$ cat config.mk
export PLATFORM = sky130hd
export DESIGN_NAME = ysyx_22040210_trap_ctrl
export DESIGN_NICKNAME = d
export VERILOG_FILES = /design/src/rtl/ysyx_22040210_trap_ctrl.sv
export SDC_FILE = /design/constraint.sdc
export NUM_CORES = 1
export LEC_CHECK = 0
export ABC_AREA = 1
export CAP_MARGIN = 10
export CORE_UTILIZATION = 39
export CTS_CLUSTER_DIAMETER = 60
export DETAILED_ROUTE_END_ITERATION = 8
export PLACE_DENSITY = 0.78
export SLEW_MARGIN = 20
export SYNTH_ARGS = -nofsm -noshare
export SYNTH_HDL_FRONTEND = slang
export SYNTH_SLANG_ARGS = --single-unit
export TNS_END_PERCENT = 100
$ cat constraint.sdc
create_clock -name clk -period 1.63 [get_ports clk]
set_clock_uncertainty 0.2 [all_clocks]
set_input_delay 0.2445 -clock clk [delete_from_list [all_inputs] [get_ports clk]]
set_output_delay 0.2445 -clock clk [all_outputs]
set_load 0.005 [all_outputs]
$ cat src/rtl/ysyx_22040210_trap_ctrl.sv
// Trap sequencer: walks the M-mode CSR update for ECALL/MRET over several cycles,
// then issues a one-cycle fetch redirect. Holds the pipeline while busy.
module ysyx_22040210_trap_ctrl #(
    parameter int unsigned XLEN        = 64,
    parameter int unsigned CSR_AW      = 12,
    parameter int unsigned ECALL_CAUSE = 11
) (
    input  logic              clk,
    input  logic              rst,
    input  logic              req_valid_i,
    input  logic              req_ecall_i,
    input  logic              req_mret_i,
    input  logic [XLEN-1:0]   req_pc_i,
    output logic              req_ready_o,
    output logic              busy_o,
    output logic              csr_we_o,
    output logic [CSR_AW-1:0] csr_waddr_o,
    output logic [XLEN-1:0]   csr_wdata_o,
    output logic              csr_re_o,
    output logic [CSR_AW-1:0] csr_raddr_o,
    input  logic [XLEN-1:0]   csr_rdata_i,
    output logic              redirect_o,
    output logic [XLEN-1:0]   redirect_pc_o
);

    localparam logic [CSR_AW-1:0] ADDR_MSTATUS = CSR_AW'(12'h300);
    localparam logic [CSR_AW-1:0] ADDR_MTVEC   = CSR_AW'(12'h305);
    localparam logic [CSR_AW-1:0] ADDR_MEPC    = CSR_AW'(12'h341);
    localparam logic [CSR_AW-1:0] ADDR_MCAUSE  = CSR_AW'(12'h342);

    typedef enum logic [3:0] {
        S_IDLE    = 4'd0,
        S_E_EPC   = 4'd1,
        S_E_CAUSE = 4'd2,
        S_E_SRD   = 4'd3,
        S_E_SWR   = 4'd4,
        S_E_VEC   = 4'd5,
        S_M_SRD   = 4'd6,
        S_M_SWR   = 4'd7,
        S_M_EPC   = 4'd8
    } state_e;

    state_e          state_q, state_d;
    logic [XLEN-1:0] pc_q, pc_d;
    logic [XLEN-1:0] mstatus_q, mstatus_d;
    logic [XLEN-1:0] ecall_mstatus, mret_mstatus;
    logic            accept;

    assign accept = (state_q == S_IDLE) && req_valid_i;

    // State register
    always_ff @(posedge clk or negedge rst) begin
        if (!rst) begin
            state_q <= S_IDLE;
        end else begin
            state_q <= state_d;
        end
    end

    // Next-state logic; ECALL has priority over MRET
    always_comb begin
        state_d = S_IDLE;
        case (state_q)
            S_IDLE: begin
                state_d = S_IDLE;
                if (accept && req_ecall_i) begin
                    state_d = S_E_EPC;
                end else if (accept && req_mret_i) begin
                    state_d = S_M_SRD;
                end
            end
            S_E_EPC:   state_d = S_E_CAUSE;
            S_E_CAUSE: state_d = S_E_SRD;
            S_E_SRD:   state_d = S_E_SWR;
            S_E_SWR:   state_d = S_E_VEC;
            S_E_VEC:   state_d = S_IDLE;
            S_M_SRD:   state_d = S_M_SWR;
            S_M_SWR:   state_d = S_M_EPC;
            S_M_EPC:   state_d = S_IDLE;
            default:   state_d = S_IDLE;
        endcase
    end

    // Latched PC and mstatus snapshot
    always_comb begin
        pc_d      = pc_q;
        mstatus_d = mstatus_q;
        if (accept && (req_ecall_i || req_mret_i)) begin
            pc_d = req_pc_i;
        end
        if ((state_q == S_E_SRD) || (state_q == S_M_SRD)) begin
            mstatus_d = csr_rdata_i;
        end
    end

    always_ff @(posedge clk or negedge rst) begin
        if (!rst) begin
            pc_q      <= '0;
            mstatus_q <= '0;
        end else begin
            pc_q      <= pc_d;
            mstatus_q <= mstatus_d;
        end
    end

    // mstatus rewrite for trap entry and return (M-only hart, MPP stays 11)
    always_comb begin
        ecall_mstatus        = mstatus_q;
        ecall_mstatus[7]     = mstatus_q[3];
        ecall_mstatus[3]     = 1'b0;
        ecall_mstatus[12:11] = 2'b11;
        mret_mstatus         = mstatus_q;
        mret_mstatus[3]      = mstatus_q[7];
        mret_mstatus[7]      = 1'b1;
        mret_mstatus[12:11]  = 2'b11;
    end

    // Output decode; unused fields held at zero
    always_comb begin
        req_ready_o   = 1'b0;
        csr_we_o      = 1'b0;
        csr_waddr_o   = '0;
        csr_wdata_o   = '0;
        csr_re_o      = 1'b0;
        csr_raddr_o   = '0;
        redirect_o    = 1'b0;
        redirect_pc_o = '0;
        case (state_q)
            S_IDLE: req_ready_o = 1'b1;
            S_E_EPC: begin
                csr_we_o    = 1'b1;
                csr_waddr_o = ADDR_MEPC;
                csr_wdata_o = pc_q;
            end
            S_E_CAUSE: begin
                csr_we_o    = 1'b1;
                csr_waddr_o = ADDR_MCAUSE;
                csr_wdata_o = XLEN'(ECALL_CAUSE);
            end
            S_E_SRD, S_M_SRD: begin
                csr_re_o    = 1'b1;
                csr_raddr_o = ADDR_MSTATUS;
            end
            S_E_SWR: begin
                csr_we_o    = 1'b1;
                csr_waddr_o = ADDR_MSTATUS;
                csr_wdata_o = ecall_mstatus;
            end
            S_M_SWR: begin
                csr_we_o    = 1'b1;
                csr_waddr_o = ADDR_MSTATUS;
                csr_wdata_o = mret_mstatus;
            end
            S_E_VEC: begin
                csr_re_o      = 1'b1;
                csr_raddr_o   = ADDR_MTVEC;
                redirect_o    = 1'b1;
                redirect_pc_o = {csr_rdata_i[XLEN-1:2], 2'b00};
            end
            S_M_EPC: begin
                csr_re_o      = 1'b1;
                csr_raddr_o   = ADDR_MEPC;
                redirect_o    = 1'b1;
                redirect_pc_o = {csr_rdata_i[XLEN-1:2], 2'b00};
            end
            default: req_ready_o = 1'b0;
        endcase
    end

    assign busy_o = !req_ready_o;

endmodule

# [Yosys cells after proc, flatten, opt, wreduce, memory -nomap -nowiden]
# Index checks and enable logic that the tools add are counted.
# W data, S select, Z words.
[op_classes] n_eq_ne=8 n_mux=11 reduce_logical=13
[ops] cell="$pmux W64 S4" n=1
[ops] cell="$mux W64" n=1
[ops] cell="$pmux W10 S3" n=2
[ops] cell="$pmux W4 S7" n=1
[ops] cell="$eq A4 B3 Y1 const B" n=4
[ops] cell="$eq A4 B2 Y1 const B" n=2
[ops] cell="$reduce_or A4 Y1" n=2
[ops] cell="$mux W3" n=2
[ops] cell="$reduce_or A2 Y1" n=3
[ops] cell="$eq A4 B1 Y1 const B" n=1
[ops] cell="$eq A4 B4 Y1 const B" n=1
[ops] cell="$logic_and A1 B1 Y1" n=4
[ops] cell="$logic_not A4 Y1" n=1
[ops] cell="$mux W1" n=4
[ops] cell="$logic_or A1 B1 Y1" n=2
[ops] cell="$logic_not A1 Y1" n=1
[totals] regBits=132 input_bits=133 output_inout_bits=157 elab_cells=35

# [Longest topological paths before layout]
[depth] word_depth=6 depth_mapped=10 mapped_depth_nobuf=7

# [Least setup slack after synthesis]
# Ideal clock, no wire load.
[synth_timing] kind="register to output" from="reg state_q[3]" to="out csr_raddr_o[9]" t_arrival_ps=1311 required_time_ps=1185 setup_slack_ps=-126 stages_incl_launch_ff=11 n_path_buf=3 path_cell_list="dfrtp_1 > inv_2 > nand2_2 > inv_2 > nand2_1 > inv_2 > nor2_2 > buf_4 > buf_4 > nand2_1 > buf_4"
[synth_via] elab_chain_cells=3 word_cells_on_any_way=6 cone_classes="eq/ne (4); mux (1); reduce/logical (1)"
[synth_rtl] item="from (decl)" line_no="43" rtl="state_e state_q, state_d;"
[synth_rtl] item="from (signal assigned)" line_no="56" rtl="state_q <= state_d;"
[synth_rtl] item="$eq A4 B2 Y1 or $eq A4 B3 Y1 (tied branches)" line_no="128" rtl="case (state_q)"
[synth_rtl] item="$reduce_or A2 Y1"
[synth_rtl] item="$pmux W10 S3 (*)" line_no="128"
[synth_rtl] item="to (decl)" line_no="20" rtl="output logic [CSR_AW-1:0] csr_raddr_o,"
# Mark *: on every way between the ends. The rest lies on a longest branch, timed or not.

# [Worst setup path in the final report]
[layout_timing] from="reg state_q[1]" to="out csr_raddr_o[9]"
# Same word-level chain as after synthesis.

==> key figures <==
Outcome
  • Run status: finished, violations left
  • Failing checks: setup timing

CTS
  • # clock sinks: 130
  • Clock Latency Late Sink: 0.43 ns
  • CTS root buf: clkbuf_16
  • CTS Buf Count: 17
  • Htree depth: 4
  • CTS tree: yes
  • Clock Pin Slew Worst Setup and Hold Paths: 0.07 ns
  • Clock Path Buffers: 2

Setup path
  • CP max stage delay: around 0.42 ns
  • Reg2reg setup slack: -0.48 ns
  • R2R Path End: pc_q[0]
  • Critical path capture point type: primary output
  • Critical Path Source Type: register
  • Slowest-stage cell, CP: dfrtp_1
  • Arr. time, crit path: 2.05 ns
  • Critical setup path kind: register to primary output
  • FF-to-FF path depth: 11
  • CP required: 1.19 ns
  • Crit path max fanout: 40
  • CP delay by family, top: buffers and inverters
  • Worst Path Buf+Inv: 5
  • Reg2reg start: state_q[3]
  • Cell Chain, Critical Path: buf_6 > nor2_4 > buf_6 > nand2_2 > inv_2 > nor2_4 > buf_12 > nand2_2 > dlygate4sd2_1

Layout
  • Final #Nets: 1508
  • Area Growth Syn to Fin: 97.0%
  • Non-Filler Instances: around 1600
  • Layout cells sized above 1: between 40% and 50%
  • Post-layout util: between 70% and 80%
  • Area of the multi-input gates: 0.00378 mm2
  • Number of diodes: 0
  • Layout fillers: 1035
  • Seq. cell area: 0.00325 mm2

Global route
  • Vias in the first global route: 7243
  • GR Overflow Total: 0
  • Total global routing track utilization: 28.6%
  • Antenna violations before repair: 0
  • Largest net degree at the start of global routing: 63
  • Global-route wire length before repair: 38.4 mm

Place
  • DP HPWL: 15.1 mm
  • Dpl cells: 1480
  • Routability-driven placement congestion ratio: 0.868
  • IO Port Bufs: 273

Yosys
  • Synth top area cells: dfrtp_1, nand2_1, nand3_1, inv_1, nor2_1
  • Fraction of registers with async set/reset: 100%
  • Synth top area share: 49.3%
  • Ys flop type: dfrtp_1
  • Synth Area per Inst: 6.93 um2
  • Cell count after synthesis: 951
  • Top cell type by total area after synthesis: dfrtp_1
  • Distinct cells, synth: 17
  • Seq cells post-synth: 130
  • Mapped Area: approximately 0.0066 mm2
  • Number of flops mapped to enable cells by yosys: 0
  • Synthesis Warnings: 0
  • Part of the Yosys area used for sequential elements: 49.3%
  • Synth cell count leaders: nand2_1, dfrtp_1, inv_1, nand3_1, nor2_1
  • Top-count cell post-synth: nand2_1

Die
  • Site Rows: 47
  • DIE HEIGHT: 132 um
  • Num ports: 290
  • Die outline width: 132 um
  • Initial Util: 39.9%
  • Die Area: 0.0174 mm2
  • CORE AREA: approximately 0.017 mm2

Detailed routing
  • Drt total wl: 31.5 mm
  • Post-route ant nets: 0
  • Via density: just over 5
  • Post-DR wirelength/cell: approximately 20 um
  • DR pass1 iterations: 7
  • Vias: a little over 8000
  • Drt first-iter violations: roughly 640
  • DRC: 0

Timing
  • Least-Margin Pin Slew: between 0.5 and 0.6 ns
  • RSZ-0062 raised after global routing: true
  • Final Hold Violating Endpoints: 0
  • Min Tclk post-route: 2.50 ns
  • Fmax: roughly 400 MHz
  • Slew margin rel.: 64.7%
  • Setup slack after layout: -0.867 ns
  • Max-slew violations: 0
  • Fin crit share: 153%
  • Setup-failing EPs final: 270

Min path
  • HP Class: input port to async pin

Job
  • Max Cap Viol: 0

Power and ir drop
  • LEAKAGE: roughly 0.0071 uW
  • PwrDens: roughly 1800 mW/mm2
  • Peak supply drop: 0.990 mV
-- layer usage --
metal	track usage (%)	part of all wire [%]	vias to the layer above
li1	-	-	3666
met1	34.1	38	3944
met2	48.2	50	471
met3	5.96	7.9	104
met4	15.7	4.6	0
met5	0	0	-
-- sequential cells by signal, indices dropped and copies added (netlist names) --
register / cells
pc_q: 64
mstatus_q: 62
state_q: 4
-- cell type report --
class	instances	area share, %
clock buffers	20	3.44
clock inverters	12	1.21
inverters	81	2.44
multi-input cells	686	29.1
flip-flops and latches	130	25.1
well taps	220	2.12
repair buffers	459	36.6
-- how the worst max path moves through the flow --
stage | from | end | slack (ns) | depth (start not counted)
4_1_cts | state_q[1] | csr_wdata_o[50] | -0.92 | 11
3_3_place_gp | state_q[1] | csr_wdata_o[42] | -0.50 | 7
6_report | state_q[1] | csr_raddr_o[9] | -0.87 | 9
5_1_grt | state_q[1] | csr_raddr_o[9] | -0.93 | 9
3_5_place_dp | state_q[1] | csr_wdata_o[50] | -0.54 | 7
2_1_floorplan | state_q[1] | csr_wdata_o[10] | -0.04 | 6
-- worst reg2reg max path: stages (launching register included) --
cell and delay (ns):
dfrtp_1 0.42, buf_6 0.14, nor2_4 0.12, buf_6 0.14, buf_6 0.13, nand2_8 0.07, buf_6 0.12, nor2_4 0.14
buf_12 0.17, clkbuf_16 0.21, nand3_2 0.09, nand2_1 0.09
-- cells in the final DEF (no fill, tap or decap), drive strengths merged --
cell type        n
o21ai            1
nor2            74
inv             82
nand2          519
dlygate4sd2     15
clkinv           2
clkinvlp         6
nand4            1
clkbuf          67
a21oi            1
clkdlybuf4s15   27
buf            238
dlygate4sd3      1
nand3b           1
dfrtp          130
nand3           73
clkdlybuf4s50  131
bufinv           3
conb            16
-- timing repair --
| item | 4_1_cts | 5_1_grt |
|---|---|---|
| gates cloned | 9 | 26 |
| hold endpoints to repair | 130 | 0 |
| hold buffers | 1 | 0 |
| resized for setup | 426 | 423 |
| buffers inserted | 46 | 29 |
| endpoints found under the setup margin | 270 | 270 |
| pin swaps | 7 | 141 |
-- stage by stage --
stage	setup TNS, ns	hold slack, ns	total power [uW]	instance area, um2	worst slack, ns
final	-146.56	0.00686	23800	13000	-0.867
after floorplan	-1.28	-0.251	9550	6670	-0.0414
after detailed placement	-97.10	-0.0871	14200	10100	-0.540
after global routing	-158.27	0.0214	24800	13000	-0.931
after global placement	-89.27	-0.0884	13900	10100	-0.501
after CTS	-131.30	0.0203	19500	11400	-0.917
-- power breakdown --
group | total (uW) | internal (uW) | leakage [uW] | switching (uW)
Sequential | 5990 | 4800 | 0.00161 | 1190
Clock | 4000 | 2450 | 0.000275 | 1550
Combinational | 13800 | 6840 | 0.00525 | 6930
Total | 23800 | 14100 | 0.00714 | 9670
-- cell families after synthesis --
logic type,Yosys count,share of synthesized area [%]
buf+inv,150,10.5
compound gates,2,0.266
flops,130,49.3
simple gates,668,39.8
other cells,1,0.0569
No activity file was read; power rests on OpenSTA's default activity.
